$ cat src/rtl/tia_horiz_counter_if.sv
// Horizontal-counter bundle: restart/HMOVE controls in, count and F1 strobes out.
// Latency: none, wiring only.
// Backpressure: none; the strobes are consumed every cycle.
interface tia_horiz_counter_if;
    logic       rsync;
    logic       hmove_latch;
    logic [5:0] count;
    logic       shb_n;
    logic       rhb_n;
    logic       shs_n;
    logic       rhs_n;
    logic       scb_n;
    logic       rcb_n;
    logic       center;
    logic       wrap;

    modport master (
        output rsync, hmove_latch,
        input  count, shb_n, rhb_n, shs_n, rhs_n, scb_n, rcb_n, center, wrap
    );

    modport slave (
        input  rsync, hmove_latch,
        output count, shb_n, rhb_n, shs_n, rhs_n, scb_n, rcb_n, center, wrap
    );
endinterface

$ cat src/rtl/tia_horiz_counter.sv
// TIA horizontal sync counter: 57-state LFSR line counter with registered F1 set/reset strobes.
// Latency: strobes are decoded from the next state, so they line up with the count they describe.
// Backpressure: none; advances on every clock edge.
module tia_horiz_counter (
    input  logic                 clock,
    input  logic                 reset,
    tia_horiz_counter_if.slave   hc
);

    function automatic logic [5:0] lfsr_next(input logic [5:0] s);
        return {s[4:0], ~(s[5] ^ s[4])};
    endfunction

    function automatic logic [5:0] state_at(input int n);
        logic [5:0] s;
        s = '0;
        for (int i = 0; i < n; i++) s = lfsr_next(s);
        return s;
    endfunction

    // Membership in the 57-state line; anything else (including the all-ones lockup) restarts.
    function automatic logic in_line(input logic [5:0] s);
        logic [5:0] t;
        logic       hit;
        t   = '0;
        hit = 1'b0;
        for (int i = 0; i < 57; i++) begin
            if (s == t) hit = 1'b1;
            t = lfsr_next(t);
        end
        return hit;
    endfunction

    localparam logic [5:0] S_HS_SET    = state_at(4);
    localparam logic [5:0] S_HS_RST    = state_at(8);
    localparam logic [5:0] S_CB_RST    = state_at(12);
    localparam logic [5:0] S_RHB_EARLY = state_at(16);
    localparam logic [5:0] S_RHB_LATE  = state_at(18);
    localparam logic [5:0] S_CENTER    = state_at(36);
    localparam logic [5:0] S_LAST      = state_at(56);

    logic [5:0] count_q;
    logic [5:0] count_d;
    logic       restart;
    logic       rhb_early;
    logic       rhb_late;
    logic       rhb_done_q;
    logic       shb_n_q, rhb_n_q, shs_n_q, rhs_n_q, scb_n_q, rcb_n_q;
    logic       center_q, wrap_q;

    always_comb begin
        restart   = hc.rsync || (count_q == S_LAST) || !in_line(count_q);
        count_d   = restart ? 6'd0 : lfsr_next(count_q);
        rhb_early = (count_d == S_RHB_EARLY) && !hc.hmove_latch && !rhb_done_q;
        rhb_late  = (count_d == S_RHB_LATE) && !rhb_done_q;
    end

    always_ff @(posedge clock or posedge reset) begin
        if (reset) begin
            count_q    <= '0;
            rhb_done_q <= 1'b0;
            shb_n_q    <= 1'b1;
            rhb_n_q    <= 1'b1;
            shs_n_q    <= 1'b1;
            rhs_n_q    <= 1'b1;
            scb_n_q    <= 1'b1;
            rcb_n_q    <= 1'b1;
            center_q   <= 1'b0;
            wrap_q     <= 1'b0;
        end else begin
            count_q  <= count_d;
            shb_n_q  <= !restart;
            wrap_q   <= restart;
            shs_n_q  <= (count_d != S_HS_SET);
            rhs_n_q  <= (count_d != S_HS_RST);
            scb_n_q  <= (count_d != S_HS_RST);
            rcb_n_q  <= (count_d != S_CB_RST);
            center_q <= (count_d == S_CENTER);
            rhb_n_q  <= !(rhb_early || rhb_late);
            if (restart)
                rhb_done_q <= 1'b0;
            else if (rhb_early || rhb_late)
                rhb_done_q <= 1'b1;
        end
    end

    assign hc.count  = count_q;
    assign hc.shb_n  = shb_n_q;
    assign hc.rhb_n  = rhb_n_q;
    assign hc.shs_n  = shs_n_q;
    assign hc.rhs_n  = rhs_n_q;
    assign hc.scb_n  = scb_n_q;
    assign hc.rcb_n  = rcb_n_q;
    assign hc.center = center_q;
    assign hc.wrap   = wrap_q;

endmodule

$ cat src/flat_wrapper.sv
// flat-port wrapper written by rule: the top's interface ports become plain ports
module tia_horiz_counter_flat 
  (clock, reset, hc_rsync, hc_hmove_latch, hc_count, hc_shb_n, hc_rhb_n, hc_shs_n, hc_rhs_n, hc_scb_n, hc_rcb_n, hc_center, hc_wrap);
  tia_horiz_counter_if hc_i ();
  input  logic clock;
  input  logic reset;
  input wire logic [$bits(hc_i.rsync)-1:0] hc_rsync;
  input wire logic [$bits(hc_i.hmove_latch)-1:0] hc_hmove_latch;
  output wire logic [$bits(hc_i.count)-1:0] hc_count;
  output wire logic [$bits(hc_i.shb_n)-1:0] hc_shb_n;
  output wire logic [$bits(hc_i.rhb_n)-1:0] hc_rhb_n;
  output wire logic [$bits(hc_i.shs_n)-1:0] hc_shs_n;
  output wire logic [$bits(hc_i.rhs_n)-1:0] hc_rhs_n;
  output wire logic [$bits(hc_i.scb_n)-1:0] hc_scb_n;
  output wire logic [$bits(hc_i.rcb_n)-1:0] hc_rcb_n;
  output wire logic [$bits(hc_i.center)-1:0] hc_center;
  output wire logic [$bits(hc_i.wrap)-1:0] hc_wrap;
  assign hc_i.rsync = hc_rsync;
  assign hc_i.hmove_latch = hc_hmove_latch;
  assign hc_count = hc_i.count;
  assign hc_shb_n = hc_i.shb_n;
  assign hc_rhb_n = hc_i.rhb_n;
  assign hc_shs_n = hc_i.shs_n;
  assign hc_rhs_n = hc_i.rhs_n;
  assign hc_scb_n = hc_i.scb_n;
  assign hc_rcb_n = hc_i.rcb_n;
  assign hc_center = hc_i.center;
  assign hc_wrap = hc_i.wrap;
  tia_horiz_counter u_core (.clock(clock), .reset(reset), .hc(hc_i));
endmodule
$ cat config.mk
export PLATFORM = sky130hd
export DESIGN_NAME = tia_horiz_counter_flat
export DESIGN_NICKNAME = d
export VERILOG_FILES = /design/src/rtl/tia_horiz_counter_if.sv /design/src/rtl/tia_horiz_counter.sv /design/src/flat_wrapper.sv
export SDC_FILE = /design/constraint.sdc
export NUM_CORES = 1
export LEC_CHECK = 0
export CAP_MARGIN = 20
export CORE_UTILIZATION = 45
export CTS_CLUSTER_SIZE = 8
export DETAILED_ROUTE_END_ITERATION = 16
export GPL_ROUTABILITY_DRIVEN = 0
export PLACE_DENSITY = 0.84
export SYNTH_ARGS = -nofsm -noshare
export SYNTH_HDL_FRONTEND = slang
export SYNTH_SLANG_ARGS = --single-unit
$ cat constraint.sdc
create_clock -name clock -period 2.5 [get_ports clock]
set_input_delay 0.375 -clock clock [delete_from_list [all_inputs] [get_ports clock]]
set_output_delay 0.375 -clock clock [all_outputs]
set_load 0.03 [all_outputs]
[Yosys cells after proc, flatten, opt, wreduce, memory -nomap -nowiden]
Cells that the tools add are included.
Operators by class
  equality and inequality tests: 62
  muxes and demuxes: 60
  bitwise operators: 2
  reductions and logical operators: 13
Operator list (count)
  $eq 6x6->1 const B: 29
  $eq 6x5->1 const B: 13
  $eq 6x4->1 const B: 10
  $mux 1: 59
  $eq 6x3->1 const B: 4
  $eq 6x2->1 const B: 2
  $ne 6x6->1 const B: 2
  $eq 6x1->1 const B: 1
  $logic_not 6->1: 1
  $mux 6: 1
  $ne 6x4->1 const B: 1
  $logic_not 1->1: 5
  $logic_and 1x1->1: 3
  $logic_or 1x1->1: 3
  $reduce_bool 2->1: 1
  $not 1->1: 1
  $xor 1x1->1: 1
Word-level totals
  register bits: 14
  input port bits: 4
  word-level logic and storage cells: 146

[Logic depth before layout (Yosys ltp)]
Gate-level depths: netlist (run 1).
  word-level depth: 67
  mapped depth: 7

[Least setup slack after synthesis (run 1)]
Ideal clock, no wire load.
  kind: register to register
  from: register u_core.count_q[4], in the netlist u_core.hc.count[4]
  to: register u_core.count_q[3], in the netlist u_core.hc.count[3]
  arrival: 1850 ps
  required time: 2381 ps
  slack: 531 ps
  cell stages (with the launch flop): 8
  path buffers: 1
  period minus slack after synthesis: 1969 ps
  path through: dfrtp_1 -> inv_1 -> ha_1 -> o2bb2ai_1 -> nand2_1 -> o41a_1 -> buf_6 -> and2_1
Between the ends
  cells in the longest elaborated chain, start to end: 61
  elaborated cells on any way between the ends: 118
  those cells by class: eq/ne: 56; mux: 58; reduce/logical: 4
RTL lines
  start, declared: RTL line tia_horiz_counter.sv:42  | logic [5:0] count_q;
  start signal, assigned: RTL line tia_horiz_counter.sv:71  | count_q <= count_d;
  $logic_not 6->1: RTL line tia_horiz_counter.sv:28  | if (s == t) hit = 1'b1;
  $mux 1 (57 in series): RTL line tia_horiz_counter.sv:28
  $logic_not 1->1: RTL line tia_horiz_counter.sv:52  | restart = hc.rsync || (count_q == S_LAST) || !in_line(count_q);
  $logic_or 1x1->1 (*): RTL line tia_horiz_counter.sv:52
  $mux 6 (*): RTL line tia_horiz_counter.sv:53  | count_d = restart ? 6'd0 : lfsr_next(count_q);
  named net u_core.count_d[3]: RTL line tia_horiz_counter.sv:43  | logic [5:0] count_d;
Mark *: on every way through the listed nets, which the timed path passes. The rest lies on a longest branch.
A chain may end at the register's enable or synchronous reset.

[Worst setup path after layout (run 1)]
  from: register u_core.count_q[4], in the netlist u_core.hc.count[4]
  to: register u_core.center_q, in the netlist u_core.hc.center
Between the ends
  cells in the longest elaborated chain, start to end: 62
  elaborated cells on any way between the ends: 121
  those cells by class: eq/ne: 57; mux: 58; bitwise: 2; reduce/logical: 4
RTL lines
  $logic_not 6->1: RTL line tia_horiz_counter.sv:28
  $mux 1 (57 in series): RTL line tia_horiz_counter.sv:28
  $logic_not 1->1: RTL line tia_horiz_counter.sv:52
  $logic_or 1x1->1: RTL line tia_horiz_counter.sv:52
  $mux 6 (*): RTL line tia_horiz_counter.sv:53
  $eq 6x4->1 (*): RTL line tia_horiz_counter.sv:78  | center_q <= (count_d == S_CENTER);
  end signal, assigned: RTL line tia_horiz_counter.sv:78
  end, declared: RTL line tia_horiz_counter.sv:49  | logic center_q, wrap_q;
Mark *: on every way between the ends. The rest lies on a longest branch, timed or not.

==> results of run 1 <==
cell type report:
class	instances	area [um^2]
fillers	110	482
flip-flops and latches	14	357
multi-input cells	38	274
repair buffers	17	170
clock buffers	4	26.3
inverters	6	22.5
well taps	15	18.8
placed cells by master, fill, tap and decap left out:
master           Yosys  final
o41a_1               1      1
nand2_1              6      6
clkdlybuf4s50_1      0     17
or2b_1               1      1
nor4_1               1      1
and4b_1              1      1
or2b_2               3      3
nor3_1               2      2
nand4_1              2      2
nor2_1               1      1
inv_1                6      6
or3b_1               1      1
o22ai_1              2      2
o2bb2ai_1            1      1
a21boi_0             1      1
clkbuf_4             0      3
ha_1                 4      4
clkbuf_1             0      1
nor4b_1              2      2
nand3_1              1      1
a21oi_1              2      2
nand3b_1             1      1
a21boi_2             1      1
dfstp_2              5      5
dfrtp_1              9      9
and2_1               4      4
layer usage:
metal	GRT usage (%)	vias to the layer above	part of all wire, %
met5	0	-	0
met4	12.5	0	5.9
met3	9.78	8	5.5
met2	30.1	22	50
met1	18.6	245	38
li1	-	243	-
cells by family (layout without fill, tap and decap cells):
| family | count (synthesis) | count (layout) | synth area share [%] |
|---|---|---|---|
| buf+inv | 9 | 27 | 7.69 |
| simple gates | 26 | 26 | 23.8 |
| fa+ha+maj | 4 | 4 | 7.33 |
| flops | 14 | 14 | 52.2 |
| compound gates | 8 | 8 | 8.97 |
path summary, 6_finish.rpt:
kind	to	slack, ps	cells after the start
worst max-delay path	u_core.hc.center$_DFF_PP0_	540	6
worst min-delay path	u_core.hc.count[0]$_DFF_PP0_	410	2
worst max register to register	u_core.hc.center$_DFF_PP0_	540	6
worst min register to register	u_core.hc.rhb_n$_DFF_PP1_	520	2
max in group asynchronous	u_core.hc.shb_n$_DFF_PP1_	1730	2
min in group clock	u_core.hc.rhb_n$_DFF_PP1_	520	2
sequential cells by signal, indices dropped and copies added, names as in the netlist:
register and flops:
u_core.hc.rcb_n 1, u_core.hc.rhb_n 1, u_core.hc.rhs_n 1, u_core.hc.count 6, u_core.hc.shs_n 1, u_core.hc.wrap 1
u_core.rhb_done_q 1, u_core.hc.shb_n 1, u_core.hc.center 1
power breakdown:
group / switching, uW / internal, uW / total (uW)
logic: 28.0 / 21.9 / 49.9
registers: 8.94 / 233 / 242
clock network: 66.4 / 62.0 / 128
metrics by stage:
stage	total power, uW	util (%)
after global placement	295	62.4
after global routing	444	64.3
after CTS	428	64.3
final	421	64.3
after detailed placement	297	62.4
after floorplan	278	-
critical path: cells and delay by family, from the launching register on:
family	cells	cell delay (ps)
adders and majority gates	1	260
and+or+nand+nor	2	550
AOI/OAI and AO/OA	2	570
DFF	1	430
buffers and inverters	1	100
==> summary.md, run 1 <==
| Metric | Value |
|---|---|
| Status | finished clean |
| Clock Path Buffers | 2 |
| Tot GR Track Use | a little under a fifth |
| Share of cells above drive strength 1 | 15.2% |
| Clk Latency, worst-skew pair | 280 ps |
| Synth area leaders | dfrtp_1, dfstp_2, ha_1, or2b_2, and2_1 |
| WL/cell | about 14 um |
| Slew HR | 66.9% |
| Critical path data arrival time | 2180 ps |
| Worst stage delay on the critical path | 430 ps |
| Ys flop type | dfrtp_1 |
| # IOs | 18 |
| Clock sink total | 14 |
| Vias/cell | 5.51 |
| Final Hold Fails | 0 |
| Quantity of I/O buffers inserted on ports | 17 |
| Most numerous cell in the Yosys netlist | dfrtp_1 |
| Non-filler cells in the finished layout | 94 |
| Cell total after placement | 90 |
| Synthesized cell area | 683 um^2 |
| Synth warn | 0 |
| Seq cells post-synth | 14 |
| Post-synth top cells | dfrtp_1, inv_1, nand2_1 |
| Number of global-route vias before repair | 478 |
| DR iter-0 viols | 9 |
| Pwr/cell area | 484 nW/um^2 |
| Crit share post-route | 78.3% |
| Post-synthesis area per instance | ~11 um^2 |
| H-Tree Depth | 1 |
| Syn-to-layout area delta | 27.1% |
| Die Wd | 41.0 um |
| Die Area | approximately 1700 um^2 |
| First-pass GRT wire length | 1.94 mm |
| Max-slew violations | 0 |
| Post-Place Cell Area | about 840 um^2 |
| Syn nets | 69 |
| CTS clk-pin slew, worst paths | approximately 80 ps |
| Post-Place Setup Slack | 522 ps |
| Largest net degree at the start of global routing | 15 |
| Clock Skews | 6.44 ps |
| ANT cells | 0 |
| Fmax | 511 MHz |
| CP endpoint kind | flip-flop |
| EDFF count, synth | 0 |
| R2r startpoint | u_core.hc.count[4]$_DFF_PP0_ |
| Dpl hpwl | 963 um |
| Peak VDD IR | around 380 uV |
| FP Rows | 13 |
| Required @ worst endpoint | 2720 ps |
| # DRC | 0 |
| Critical path cell sequence | inv_1, ha_1, or2b_2, a21oi_1, o41a_1, and4b_1 |
| Worst slew pin tran | 496 ps |
| Final wirelength | 1.28 mm |
| Postcts setup bufs | 0 |
| Slowest cell on crit path | dfrtp_1 |
| Hold Path Class | in -> async |
| Post-synthesis sequential area ratio | 52.2% |
| Final instance area | 868 um^2 |
| Synth Instances | between 60 and 70 |
| Crit Path Class | reg -> reg |
| Via count | 518 |
| TritonCTS clock tree | built |
| Resized Gates After CTS | 0 |
| Setup WS post-layout | 541 ps |
| Initial antenna violation count | 0 |
| Final Critical Period | 1960 ps |
| Yosys top cell by area | dfrtp_1 |
| Num CTS Buffers | 3 |
| Async set or reset register ratio after synthesis | 100% |
| Setup tns final | 0 ps |
| Starting Density | 50.6% |
| Distinct cell type count after synthesis | 25 |
| Max-cap violation count | 0 |
| CP startpoint kind | flip-flop |
| Final setup fails | 0 |
| Nets | 88 |
| Cts hold-fix bufs | 0 |
| DRT Pass-1 Iters | 2 |
| RSZ-0062 raised after global routing | false |
| Die Y | 41.0 um |
| Routed Antenna Nets | 0 |
| Lkg Pwr | 0.000351 uW |
| Synth top area share | 33.0% |
| Max FO, Critical Path | 12 |
| Worst hold slack | 410 ps |
| CP startpoint | u_core.hc.count[4]$_DFF_PP0_ |
| Grt total ovfl | 0 |
| Root cell of the clock tree | clkbuf_4 |
| Core Area | 1350 um^2 |
(Power assumes the default switching activity.)
==> inputs of run 2 (changes only) <==
==> constraint.sdc (replaced) <==
create_clock -name clock -period 1.9 [get_ports clock]
set_input_delay 0.285 -clock clock [delete_from_list [all_inputs] [get_ports clock]]
set_output_delay 0.285 -clock clock [all_outputs]
set_load 0.03 [all_outputs]
==> summary.md, run 2 (synthesis results as in run 1) <==
| Metric | Value |
|---|---|
| Final Power | 601 uW (+43%) |
| Starting Density | 50.6% (unchanged) |
| Tot GR Track Use | 20.2% (+1.4 points) |
| Via count | 534 (+3.1%) |
| Critical path data arrival time | 2010 ps (-170 ps) |
| Commonest cells after routing, fill and taps aside | clkdlybuf4s50_1, dfrtp_1, nand2_1 |
| Post-Place Cell Area | 851 um^2 (+1.0%) |
| WL/cell | 14.4 um (+5.6%) |
| CTS clk-pin slew, worst paths | 80 ps (about the same) |
| Final instance area | 923 um^2 (+6.3%) |
| Max-slew violations | 0 (unchanged) |
| # IOs | 18 (unchanged) |
| CP startpoint kind | flip-flop |
| Setup tns final | 0 ps (unchanged) |
| Final setup fails | 0 (unchanged) |
| Slew HR | 65.9% (-0.99 points) |
| Nets | 91 (+3.4%) |
| Core Area | 1350 um^2 (unchanged) |
| R2r setup slk | 60 ps (-480 ps) |
| Root cell of the clock tree | clkbuf_4 |
| Grt total ovfl | 0 (unchanged) |
| FP Rows | 13 (unchanged) |
| Net switching power | 145 uW (+40%) |
| Status | finished clean |
| FILL cells | 97 (-12%) |
| Peak VDD IR | 422 uV (+11%) |
| Max-cap violation count | 0 (unchanged) |
| Most common cell after layout, fill and taps aside | clkdlybuf4s50_1 |
| Final Hold Fails | 0 (unchanged) |
| Vias/cell | 5.51 (about the same) |
| Die Y | 41.0 um (unchanged) |
| Lkg Pwr | 0.000365 uW (+3.9%) |
| CP endpoint kind | flip-flop |
| Crit share post-route | 96.7% (+18 points) |
| DR iter-0 viols | 22 (+13) |
| Quantity of I/O buffers inserted on ports | 17 (unchanged) |
| Cell total after placement | 91 (+1.1%) |
| Die Area | 1680 um^2 (unchanged) |
| Largest net degree at the start of global routing | 15 (unchanged) |
| Required @ worst endpoint | 2070 ps (-650 ps) |
| Final Critical Period | 1840 ps (-122 ps) |
| Initial antenna violation count | 0 (unchanged) |
| Die Wd | 41.0 um (unchanged) |
| Multi-input gate area | 303 um^2 (+11%) |
| Clk Latency, worst-skew pair | 280 ps (about the same) |
| Pwr/cell area | 651 nW/um^2 (+34%) |
| ANT cells | 0 (unchanged) |
| Max reg flops | 6 (unchanged) |
| Syn-to-layout area delta | 35.2% |
| Cts hold-fix bufs | 0 (unchanged) |
| Clock sink total | 14 (unchanged) |
| DRT Pass-1 Iters | 4 (+2) |
| Non-filler cells in the finished layout | 97 (+3.2%) |
| Hold Path Class | in -> async |
| Seq. cell area | 358 um^2 (+0.35%) |
| Fmax | 544 MHz (+6.6%) |
| Crit Path Class | reg -> reg |
| Number of global-route vias before repair | 470 (-1.7%) |
| Clock Path Buffers | 2 (unchanged) |
| Dpl hpwl | 919 um (-4.6%) |
| H-Tree Depth | 1 (unchanged) |
| RSZ-0062 raised after global routing | false |
| Sw Share | 24.1% (-0.52 points) |
| Clock Skews | 5.88 ps (-0.556 ps) |
| TritonCTS clock tree | built |
| # DRC | 0 (unchanged) |
| First-pass GRT wire length | 2.10 mm (+8.2%) |
| Final wirelength | 1.40 mm (+9.0%) |
| Reg power frac | 52.9% (-4.7 points) |
| Max FO, Critical Path | 6 (-6) |
| Share of cells above drive strength 1 | 26.8% (+12 points) |
| Combinational share of power | 12.2% (+0.3 points) |
| Worst slew pin tran | 511 ps (+14.9 ps) |
| Clock group share of total power | 34.9% (+4.4 points) |
| Internal | 457 uW (+44%) |
| Routed Antenna Nets | 0 (unchanged) |
| Num CTS Buffers | 3 (unchanged) |
==> run 2: final timing paths <==
| check | start | to | cells after the start |
|---|---|---|---|
| max | u_core.hc.count[4]$_DFF_PP0_ | u_core.hc.count[1]$_DFF_PP0_ | 7 |
| min | reset | u_core.rhb_done_q$_DFFE_PP0P_ | 2 |
| max reg2reg | u_core.hc.count[4]$_DFF_PP0_ | u_core.hc.count[1]$_DFF_PP0_ | 7 |
| min reg2reg | u_core.rhb_done_q$_DFFE_PP0P_ | u_core.hc.rhb_n$_DFF_PP1_ | 2 |
| max in group asynchronous | reset | u_core.hc.count[4]$_DFF_PP0_ | 2 |
| min in group clock | u_core.rhb_done_q$_DFFE_PP0P_ | u_core.hc.rhb_n$_DFF_PP1_ | 2 |
==> run 2: worst max-delay path, cell delays in order (launching register included) <==
cell and delay, ps:
dfrtp_2 420, inv_2 60, ha_2 210, o2bb2ai_2 130
nand2_1 110, o41a_1 490, buf_4 160, and2_1 150
==> run 2: power by group through the flow <==
| stage | Clock, uW | Sequential (uW) | Combinational, uW |
|---|---|---|---|
| 4_1_cts | 215 | 317 | 70.6 |
| 3_5_place_dp | 0 | 323 | 68.5 |
| 3_3_place_gp | 0 | 322 | 67.3 |
| 2_1_floorplan | 0 | 335 | 30.3 |
| 5_1_grt | 237 | 320 | 78.3 |
| 6_report | 210 | 318 | 73.6 |
==> run 2: stage by stage <==
stage | hold WS, ps | setup slack [ps] | util, %
finish | 323 | 63.1 | 68.4
floorplan | 171 | 8.60 | -
global placement | 452 | 58.6 | 63.0
detailed placement | 475 | -2.88 | 63.0
CTS | 334 | 50.6 | 66.5
global route | 365 | 2.93 | 68.4
==> run 2: routing by layer <==
layer  global-route usage (%)  share of wire (%)  vias up
li1                         -                  -      251
met1                     22.8                 45      252
met3                     9.78                6.9        5
met5                        0                  0        -
met2                     31.3                 46       26
met4                     10.0                2.1        0
==> run 2: area by class of cell <==
class | count | share of cell area, %
Sequential cell | 14 | 38.8
Multi-Input combinational cell | 39 | 32.8
Timing Repair Buffer | 19 | 20.1
Clock buffer | 4 | 3.93
Inverter | 6 | 2.44
Tap cell | 15 | 2.03
==> run 2: what timing repair did <==
action / CTS / global route
setup endpoints to repair: 2 / 6
pin swaps: 1 / 2
buffers inserted: 0 / 1
cloned: 1 / 0
resized for setup: 0 / 6
hold endpoints to repair: 0 / 0
==> inputs of run 3 (changes only) <==
--- a/config.mk
+++ b/config.mk
@@ -7,6 +7,7 @@
 export LEC_CHECK = 0
 export CAP_MARGIN = 20
 export CORE_UTILIZATION = 45
+export CTS_BUF_LIST = sky130_fd_sc_hd__clkbuf_16
 export CTS_CLUSTER_SIZE = 8
 export DETAILED_ROUTE_END_ITERATION = 16
 export GPL_ROUTABILITY_DRIVEN = 0
==> summary.md, run 3 (synthesis results as in run 1) <==
| Metric | Value |
|---|---|
| Status | finished clean |
| Crit share post-route | 97.4% (+0.72 points) |
| WL/cell | 14.0 um (-2.6%) |
| Dpl hpwl | 919 um (unchanged) |
| Final wirelength | 1.38 mm (-1.6%) |
| Die Wd | 41.0 um (unchanged) |
| Non-filler cells in the finished layout | 98 (+1.0%) |
| Worst slew pin tran | 501 ps (-10.2 ps) |
| Most common cell after layout, fill and taps aside | clkdlybuf4s50_1 |
| Grt total ovfl | 0 (unchanged) |
| # DRC | 0 (unchanged) |
| Share of cells above drive strength 1 | 26.5% (-0.32 points) |
| Max-slew violations | 0 (unchanged) |
| Root cell of the clock tree | clkbuf_16 |
| Final Hold Fails | 0 (unchanged) |
| Max FO, Critical Path | 7 (+1) |
| Final Power | 792 uW (+32%) |
| CTS clk-pin slew, worst paths | 50 ps (-30 ps) |
| Die Y | 41.0 um (unchanged) |
| Commonest cells after routing, fill and taps aside | clkdlybuf4s50_1, dfrtp_1, nand2_1 |
| Nets | 92 (+1.1%) |
| Hold Path Class | in -> async |
| Die Area | 1680 um^2 (unchanged) |
| CP endpoint kind | flip-flop |
| # IOs | 18 (unchanged) |
| Clock Path Buffers | 2 (unchanged) |
| Delay-heaviest family, CP | compound AO/OA/AOI/OAI gates |
| Critical path cell sequence | inv_2, ha_2, o2bb2ai_2, nand2_1, o41a_1, buf_6, and2_1 |
| Max reg flops | 6 (unchanged) |
| Peak VDD IR | 661 uV (+57%) |
| DRT Pass-1 Iters | 4 (unchanged) |
| Buf/Inv on CP | 2 (unchanged) |
| Vias/cell | 5.33 (-3.2%) |
| Slew HR | 66.6% (+0.68 points) |
| Clk Latency, worst-skew pair | 240 ps (-40 ps) |
| Core Area | 1350 um^2 (unchanged) |
| Slowest cell on crit path | o41a_1 |
| Largest net degree at the start of global routing | 15 (unchanged) |
| Syn-to-layout area delta | 41.9% |
| ANT cells | 0 (unchanged) |
| Cell total after placement | 91 (unchanged) |
| Crit Path Class | reg -> reg |
| FP Rows | 13 (unchanged) |
| Pwr/cell area | 817 nW/um^2 (+25%) |
| Num CTS Buffers | 3 (unchanged) |
| Fmax | 540 MHz (-0.74%) |
| First-pass GRT wire length | 1.95 mm (-7.2%) |
| DR iter-0 viols | 12 (-45%) |
| Required @ worst endpoint | 2030 ps (-40 ps) |
| TritonCTS clock tree | built |
| Cts hold-fix bufs | 0 (unchanged) |
| Quantity of I/O buffers inserted on ports | 17 (unchanged) |
| H-Tree Depth | 1 (unchanged) |
| Number of global-route vias before repair | 453 (-3.6%) |
| Lkg Pwr | 0.000392 uW (+7.3%) |
| Tot GR Track Use | 18.8% (-1.4 points) |
| Final setup fails | 0 (unchanged) |
| Starting Density | 50.6% (unchanged) |
| CP startpoint kind | flip-flop |
| Initial antenna violation count | 0 (unchanged) |
| Clock sink total | 14 (unchanged) |
| Final Critical Period | 1850 ps (+13.6 ps) |
| Worst stage delay on the critical path | 530 ps (+40 ps) |
| Via count | 522 (-2.2%) |
| Max-cap violation count | 0 (unchanged) |
| Clock Skews | 2.00 ps (-3.88 ps) |
| Routed Antenna Nets | 0 (unchanged) |
| Critical path data arrival time | 1980 ps (-30 ps) |
run 3: changes by cell type in the layout (fill, tap and decap cells not counted), sizes merged:
cell / change
buf: +2
clkbuf: -1
clkinv: +1
o41a: -1
run 3: layout make-up:
| class | count | area (um^2) |
|---|---|---|
| clock inverters | 1 | 3.75 |
| inverters | 6 | 22.5 |
| fillers | 91 | 380 |
| repair buffers | 21 | 204 |
| multi-input cells | 38 | 288 |
| clock buffers | 3 | 75.1 |
| flip-flops and latches | 14 | 358 |
| well taps | 15 | 18.8 |
run 3: metrics by stage:
stage                     cell area, um^2  setup slack (ps)  hold slack, ps  setup TNS, ps  utilization, %
after CTS                             930             0.900             383              0            68.9
after floorplan                       684              8.60             171              0               -
final                                 970              49.5             366              0            71.8
after detailed placement              851             -2.88             475          -2.98            63.0
after global placement                851              58.6             452              0            63.0
after global routing                  970             -23.0             430          -90.4            71.8
run 3: metal layers:
layer	vias to the layer above	GRT usage (%)	wire, um
met2	17	30.1	665
met1	252	20.7	618
li1	251	-	-
met3	2	9.78	70
met5	-	0	0
met4	0	7.50	21
run 3: where the power goes:
group / total (uW) / internal [uW] / switching [uW]
combinational: 76.9 / 35.8 / 41.1
clock: 396 / 278 / 118
sequential: 319 / 308 / 10.9
run 3: repair_timing:
item	CTS	global route
pin swaps	1	2
hold endpoints to repair	0	0
setup buffers	0	3
resized for setup	0	6
endpoints found under the setup margin	2	11
run 3: path summary, 6_finish.rpt:
path | cells past startpoint | end | startpoint | slack [ps]
max | 7 | u_core.hc.count[1]$_DFF_PP0_ | u_core.hc.count[4]$_DFF_PP0_ | 50
min in group clock | 2 | u_core.hc.rhb_n$_DFF_PP1_ | u_core.rhb_done_q$_DFFE_PP0P_ | 470
min reg2reg | 2 | u_core.hc.rhb_n$_DFF_PP1_ | u_core.rhb_done_q$_DFFE_PP0P_ | 470
max reg2reg | 7 | u_core.hc.count[1]$_DFF_PP0_ | u_core.hc.count[4]$_DFF_PP0_ | 50
min | 2 | u_core.rhb_done_q$_DFFE_PP0P_ | reset | 370
max in group asynchronous | 2 | u_core.hc.count[4]$_DFF_PP0_ | reset | 1170
